## src/rtl/seq_detector_param.sv

```systemverilog
// Serial N-bit pattern detector with qualified input, overlap/flush modes and a saturating match counter.
// o is registered and pulses on the edge that samples the last pattern bit.
module seq_detector_param #(
   parameter int             N       = 4,
   parameter logic [N-1:0]   PATTERN = 4'b1011,
   parameter bit             OVERLAP = 1'b1,
   parameter int             CNT_W   = 8
) (
   input  logic             clk,
   input  logic             r,
   input  logic             en,
   input  logic             i,
   output logic             o,
   output logic [CNT_W-1:0] cnt,
   output logic             armed
);

   localparam int FW = $clog2(N + 1);
   localparam logic [FW-1:0] FILL_FULL = FW'(N);

   typedef enum logic {FILL, ARMED} state_t;

   state_t             state_p0, state_d;
   logic [N-1:0]       window_p0, window_d;
   logic [FW-1:0]      fill_p0, fill_d;
   logic               o_p0, o_d;
   logic [CNT_W-1:0]   cnt_p0, cnt_d;

   logic [N-1:0]       win_n;
   logic [FW-1:0]      fill_n;
   logic               hit;

   function automatic logic [CNT_W-1:0] sat_inc(input logic [CNT_W-1:0] v);
      return (&v) ? v : v + 1'b1;
   endfunction

   function automatic logic [FW-1:0] sat_fill(input logic [FW-1:0] f);
      return (f == FILL_FULL) ? FILL_FULL : f + 1'b1;
   endfunction

   // Candidate window for the bit being offered; the fill gate keeps the
   // zero-initialised window from matching an all-zero pattern early.
   always_comb begin
      win_n  = {window_p0[N-2:0], i};
      fill_n = sat_fill(fill_p0);
      hit    = (fill_n == FILL_FULL) && (win_n == PATTERN);
   end

   always_comb begin
      state_d  = state_p0;
      window_d = window_p0;
      fill_d   = fill_p0;
      o_d      = 1'b0;
      cnt_d    = cnt_p0;
      if (en) begin
         o_d = hit;
         if (hit)
            cnt_d = sat_inc(cnt_p0);
         if (hit && !OVERLAP) begin
            window_d = '0;
            fill_d   = '0;
            state_d  = FILL;
         end else begin
            window_d = win_n;
            fill_d   = fill_n;
            case (state_p0)
               FILL:    state_d = (fill_n == FILL_FULL) ? ARMED : FILL;
               ARMED:   state_d = ARMED;
               default: state_d = FILL;
            endcase
         end
      end
   end

   // Register stage: all state and outputs update on the rising edge.
   always_ff @(posedge clk) begin
      if (r) begin
         state_p0  <= FILL;
         window_p0 <= '0;
         fill_p0   <= '0;
         o_p0      <= 1'b0;
         cnt_p0    <= '0;
      end else begin
         state_p0  <= state_d;
         window_p0 <= window_d;
         fill_p0   <= fill_d;
         o_p0      <= o_d;
         cnt_p0    <= cnt_d;
      end
   end

   assign o     = o_p0;
   assign cnt   = cnt_p0;
   assign armed = (state_p0 == ARMED);

endmodule

```

## config.mk

```make
export PLATFORM = sky130hd
export DESIGN_NAME = seq_detector_param
export DESIGN_NICKNAME = d
export VERILOG_FILES = /design/src/rtl/seq_detector_param.sv
export SDC_FILE = /design/constraint.sdc
export NUM_CORES = 1
export LEC_CHECK = 0
export CAP_MARGIN = 20
export CORE_MARGIN = 4
export CORE_UTILIZATION = 45
export CTS_CLUSTER_DIAMETER = 80
export DETAILED_ROUTE_END_ITERATION = 16
export GPL_TIMING_DRIVEN = 1
export PLACE_DENSITY = 0.74
export SYNTH_ARGS = -nofsm -noshare
export SYNTH_HDL_FRONTEND = slang
export SYNTH_SLANG_ARGS = --single-unit
```

## constraint.sdc

```tcl
create_clock -name clk -period 1.75 [get_ports clk]
set_clock_uncertainty 0.2 [all_clocks]
set_input_delay 0.35 -clock clk [delete_from_list [all_inputs] [get_ports clk]]
set_output_delay 0.35 -clock clk [all_outputs]
set_load 0.02 [all_outputs]
```

* Word level (Yosys, flattened, before mapping)
Cells that the tools add are included.
** Operators by class
- Add/sub/neg operators :: 2
- Equal/unequal tests :: 3
- Multiplexer cells :: 3
- Bitwise logic cells :: 3
- Reduce and logical (&&, ||, !) cells :: 4
** Operators with widths (number)
- adder 8 x 1 -> 8 bit, second input constant :: 1
- AND reduction 8 bit :: 1
- equality test 3 bit, second input constant :: 2
- equality test 4 bit, second input constant :: 1
- adder 3 x 1 -> 3 bit, second input constant :: 1
- two-way mux 3 bit :: 1
- inverter 1 bit :: 3
- AND reduction 3 bit :: 1
- one-hot mux 1 bit (2 select lines) :: 1
- OR reduction 2 bit :: 1
- logical AND 1 bit :: 1
- two-way mux 1 bit :: 1
** Word-level totals
- Register bits after elaboration :: 16
- Bits of input ports :: 4
- Output and inout bits :: 10
- Word-level logic and storage cells :: 20

* Logic depth before layout (Yosys ltp)
- Depth after elaboration :: 5
- Gate-level depth with buffers :: 7
- Gate-level depth less buffers :: 6

* Worst setup path after synthesis
OpenSTA, ideal clock, no wires.
- Path type :: register to register
- Start point :: register cnt_p0[0], in the netlist cnt[0]
- End point :: register cnt_p0[4], in the netlist cnt[4]
- Setup time :: 0.071 ns
- Arrival time :: 1.635 ns
- Data required time :: 1.479 ns
- Path slack :: -0.155 ns
- Cell stages (with the launch flop) :: 6
- Buffers on the path :: 1
- Clock period less this slack :: 1.905 ns
- Path through :: dfxtp_1 ha_1 a41o_1 buf_6 or4_1 a21oi_1
** Between the ends
- Cells in the longest elaborated chain, start to end :: 3
- Elaborated cells between the ends (all ways) :: 4
- Classes of those cells :: add/sub: 1; bitwise: 1; reduce/logical: 2
** RTL lines
- from (decl) :: RTL line 27 : logic [CNT_W-1:0] cnt_p0, cnt_d;
- from (signal assigned) :: RTL line 88 : cnt_p0 <= cnt_d;
- parallel branches: the longest is 3 deep, another holds adder 8 x 1 -> 8 bit
Several ways; the timed one is not identified.
A chain may end at the register's enable or synchronous reset.

* Worst setup path in the final report
- Start point :: register fill_p0[1]
- End point :: register cnt_p0[1], in the netlist cnt[1]
** Between the ends
- Cells in the longest elaborated chain, start to end :: 5
- Elaborated cells between the ends (all ways) :: 6
- Classes of those cells :: add/sub: 1; eq/ne: 2; mux: 1; reduce/logical: 2
** RTL lines
- from (decl) :: RTL line 25 : logic [FW-1:0] fill_p0, fill_d;
- from (signal assigned) :: RTL line 86 : fill_p0 <= fill_d;
- adder 3 x 1 -> 3 bit / equality test 3 bit (equally long branches) :: RTL line 38 : return (f == FILL_FULL) ? FILL_FULL : f + 1'b1;
- two-way mux 3 bit * :: RTL line 38
- via fill_n[1] :: RTL line 30 : logic [FW-1:0] fill_n;
- equality test 3 bit * :: RTL line 46 : hit = (fill_n == FILL_FULL) && (win_n == PATTERN);
- logical AND 1 bit * :: RTL line 46
- AND reduction 3 bit (no line) *
Mark *: on every way through the listed nets, which the timed path passes. The rest lies on a longest branch.

==> results.py <==
metrics = {
    "status": {
        "status": "finished, violations left",
        "violations": "setup timing",
    },
    "sta": {
        "slew_headroom": 0.8084,
        "finalSetupViolCount": 9,
        "fin_ws_ns": -0.1290,
        "holdWs_ns": 0.2978,
        "fmax_mhz": 532.2,
        "rsz0062_at_grt": "true",
        "slew_violations": 0,
        "final.min_clock_period_ns": 1.879,
        "finalCritPeriodShare": 1.074,
        "worstMarginPinSlew_ns": 0.2869,
        "hold_viol_final": 0,
    },
    "floorplanning": {
        "start_util": 0.4725,
        "die_x_um": 50.35,
        "chipHeight_um": 50.35,
        "ios": 14,
        "rows": 15,
        "coreArea_um2": 1708,
        "design.die.area_um2": 2535,
    },
    "global_route": {
        "grt_pass1_wl_mm": 3.581,
        "grt_max_degree": 16,
        "grt_pass1_vias": 803,
        "global_route.usage.met2": 0.3022,
        "overflow": 0,
        "antenna_found_initial": 0,
        "grt_util_met1": 0.2165,
        "busiest_layer": "met2",
        "grt_util_met3": 0.06231,
        "track_usage": 0.1873,
    },
    "yosys": {
        "synthesis.instances": 87,
        "synth_cell_types": 34,
        "syn_nets": 94,
        "netlist_area_um2": 807.0,
        "synth-seq-area-share": 0.3969,
        "syn_avg_cell_area_um2": 9.276,
        "ys_warn_count": 0,
        "synth-seq-cells": 16,
    },
    "clock_network": {
        "clock-sinks": 16,
        "h-tree-depth": 1,
        "cts_buffers": 3,
        "clk_pin_slew_ns": 0.08,
        "postCtsHoldBufs": 0,
        "clock_latency_ns": 0.29,
        "cts_tree": "yes",
        "cts-root-buf": "clkbuf_4",
        "cts_buffer_depth": 2,
    },
    "worst_setup_path": {
        "slowest_stage": "or3_4",
        "critPathBufInv": 2,
        "end_kind": "register",
        "crit_type": "register to register",
        "cp_max_fo": 8,
        "critical_path_required_ns": 1.77,
        "slowest_delay_ns": 0.36,
        "path_cells": "inv_2 > ha_4 > and4b_2 > a21oi_4 > buf_6 > or3_4 > a21oi_2",
        "cp-start-kind": "register",
        "worstPathArrival_ns": 1.90,
        "cp_top_family": "simple AND/OR/NAND/NOR gates",
    },
    "placement": {
        "gp_congestion": 0.7692,
        "dp_cells": 141,
        "port-buffer-count": 13,
        "dpl.hpwl_mm": 1.417,
    },
    "routing": {
        "wl_per_cell_um": 14.77,
        "dr.first_iter.drc_count": 13,
        "drtPass1Iterations": 4,
        "drc_errors": 0,
        "route.vias.total": 813,
        "ant_nets": 0,
        "wl_mm": 2.171,
        "vias_per_cell": 5.531,
    },
    "pwr": {
        "power_mw": 0.6482,
        "p_int_mw": 0.4968,
        "p_sw_mw": 0.1514,
        "p_seq_frac": 0.582,
        "power.leakage_nw": 0.5454,
        "cellPowerDensity_nw_per_um2": 514.0,
        "power.share.clock": 0.291,
        "sw_frac_of_total": 0.2336,
        "pwr-share-comb": 0.126,
        "vdd_ir_drop_max_v": 0.0005382,
    },
    "cells_and_area": {
        "nNetsFinal": 131,
        "final_cell_count_no_fill": 147,
        "n_antenna_cell": 0,
        "drive_gt1_frac": 0.4508,
        "fillers": 117,
        "area_growth_pct": 56.28,
    },
    "min_path": {
        "hold_class": "register to register",
    },
    "job": {
        "maxCapViolCount": 0,
    },
}
==> what timing repair did <==
item / in CTS / in global routing
endpoints found under the setup margin: 19 / 9
pin swaps: 7 / 3
resized for setup: 24 / 12
cloned: 0 / 0
setup buffers: 3 / 0
==> through the flow <==
stage | setup TNS, ns | setup WS, ns | area (µm²) | util
after floorplan | -0.3844 | -0.09113 | 819.5 | -
after global placement | -3.205 | -0.4382 | 1107 | 0.6484
after detailed placement | -3.567 | -0.4706 | 1107 | 0.6484
after CTS | -0.6209 | -0.1474 | 1199 | 0.7018
after global routing | -1.243 | -0.2037 | 1261 | 0.7385
final | -0.6203 | -0.1290 | 1261 | 0.7385
==> worst paths after layout <==
kind / start / endpoint / slack, ns / cells past startpoint
max: fill_p0[1] / cnt[1] / -0.13 / 7
min: armed / armed / 0.30 / 2
max reg2reg: fill_p0[1] / cnt[1] / -0.13 / 7
min reg2reg: armed / armed / 0.30 / 2
==> cells by family (layout without fill, tap and decap cells) <==
kind of cell             after synthesis  after routing  synth area share
AND/OR/NAND/NOR                       34             34            0.2698
AO/OA/AOI/OAI                         18             18            0.1442
flip-flops                            16             16            0.3969
buffers and inverters                  9             44           0.05426
multiplexers                           6              6           0.07752
adder cells (fa/ha/maj)                3              3           0.04652
XOR/XNOR                               1              1           0.01085
==> cell usage after synthesis, drive strengths merged <==
| cell | n | share of area |
|---|---|---|
| mux2 | 2 | 0.028 |
| nand4b | 1 | 0.029 |
| or4 | 3 | 0.028 |
| nand2 | 3 | 0.014 |
| o31ai | 3 | 0.028 |
| nor4 | 1 | 0.0078 |
| or3 | 2 | 0.016 |
| nand3 | 2 | 0.012 |
| clkbuf | 2 | 0.0093 |
| a41o | 1 | 0.012 |
| a21oi | 7 | 0.043 |
| nor2b | 1 | 0.0078 |
| nor2 | 9 | 0.042 |
| a31oi | 1 | 0.0078 |
| and4b | 3 | 0.037 |
| nor3 | 4 | 0.025 |
| a41oi | 1 | 0.011 |
| ha | 3 | 0.047 |
| and2 | 1 | 0.0078 |
| inv | 4 | 0.019 |
| mux2i | 4 | 0.050 |
| a311oi | 1 | 0.011 |
| and4 | 2 | 0.025 |
| dfxtp | 16 | 0.40 |
| buf | 3 | 0.026 |
| nand4 | 1 | 0.0078 |
| a21o | 1 | 0.0093 |
| o21ai | 2 | 0.012 |
| and3b | 1 | 0.011 |
| xor2 | 1 | 0.011 |
| a21boi | 1 | 0.0093 |
==> worst register-to-register path, delay by kind of cell (launching register included) <==
family                     cells  cell delay [ns]
buffers and inverters          2             0.19
AOI/OAI and AO/OA              2             0.18
and+or+nand+nor                2             0.67
DFF                            1             0.34
adders and majority gates      1             0.23
==> per-layer routing <==
layer,vias up,share of wire
li1,391,-
met1,394,0.42
met2,22,0.51
met3,6,0.050
met4,0,0.025
met5,-,0
==> power groups by stage <==
stage	logic [mW]	clock network [mW]	registers, mW
finish	0.0819	0.189	0.378
CTS	0.0763	0.198	0.377
global placement	0.0596	0	0.384
global route	0.0898	0.212	0.379
floorplan	0.0337	0	0.385
detailed placement	0.0616	0	0.385
==> cell type report <==
type / instances / area (µm²) / area share
tap: 25 / 31.28 / 0.02480
timing repair buffer: 37 / 304.0 / 0.2411
sequential: 16 / 324.1 / 0.2569
multi-input combinational: 62 / 564.3 / 0.4474
inverter: 4 / 15.01 / 0.01190
clock buffer: 3 / 22.52 / 0.01786
==> state kept, by name, summed over array words and instances (netlist names) <==
name,count
cnt,8
fill_p0,3
window_p0,3
armed,1
o,1
==> cell usage in the layout, fill, tap and decap left out, types with 2 or more instances in the layout <==
cell / instances
a21oi_1: 5
and4b_1: 2
buf_4: 22
buf_6: 2
clkbuf_4: 3
clkdlybuf4s50_1: 2
dfxtp_1: 13
dfxtp_2: 3
dlygate4sd2_1: 11
ha_2: 2
inv_1: 2
inv_2: 2
mux2i_1: 4
nand2_1: 3
nand3_1: 2
nor2_1: 7
nor2_2: 2
nor3_1: 2
nor3_2: 2
o21ai_0: 2
o31ai_1: 3
or4_1: 3
Power figures use the tool's default switching activity.
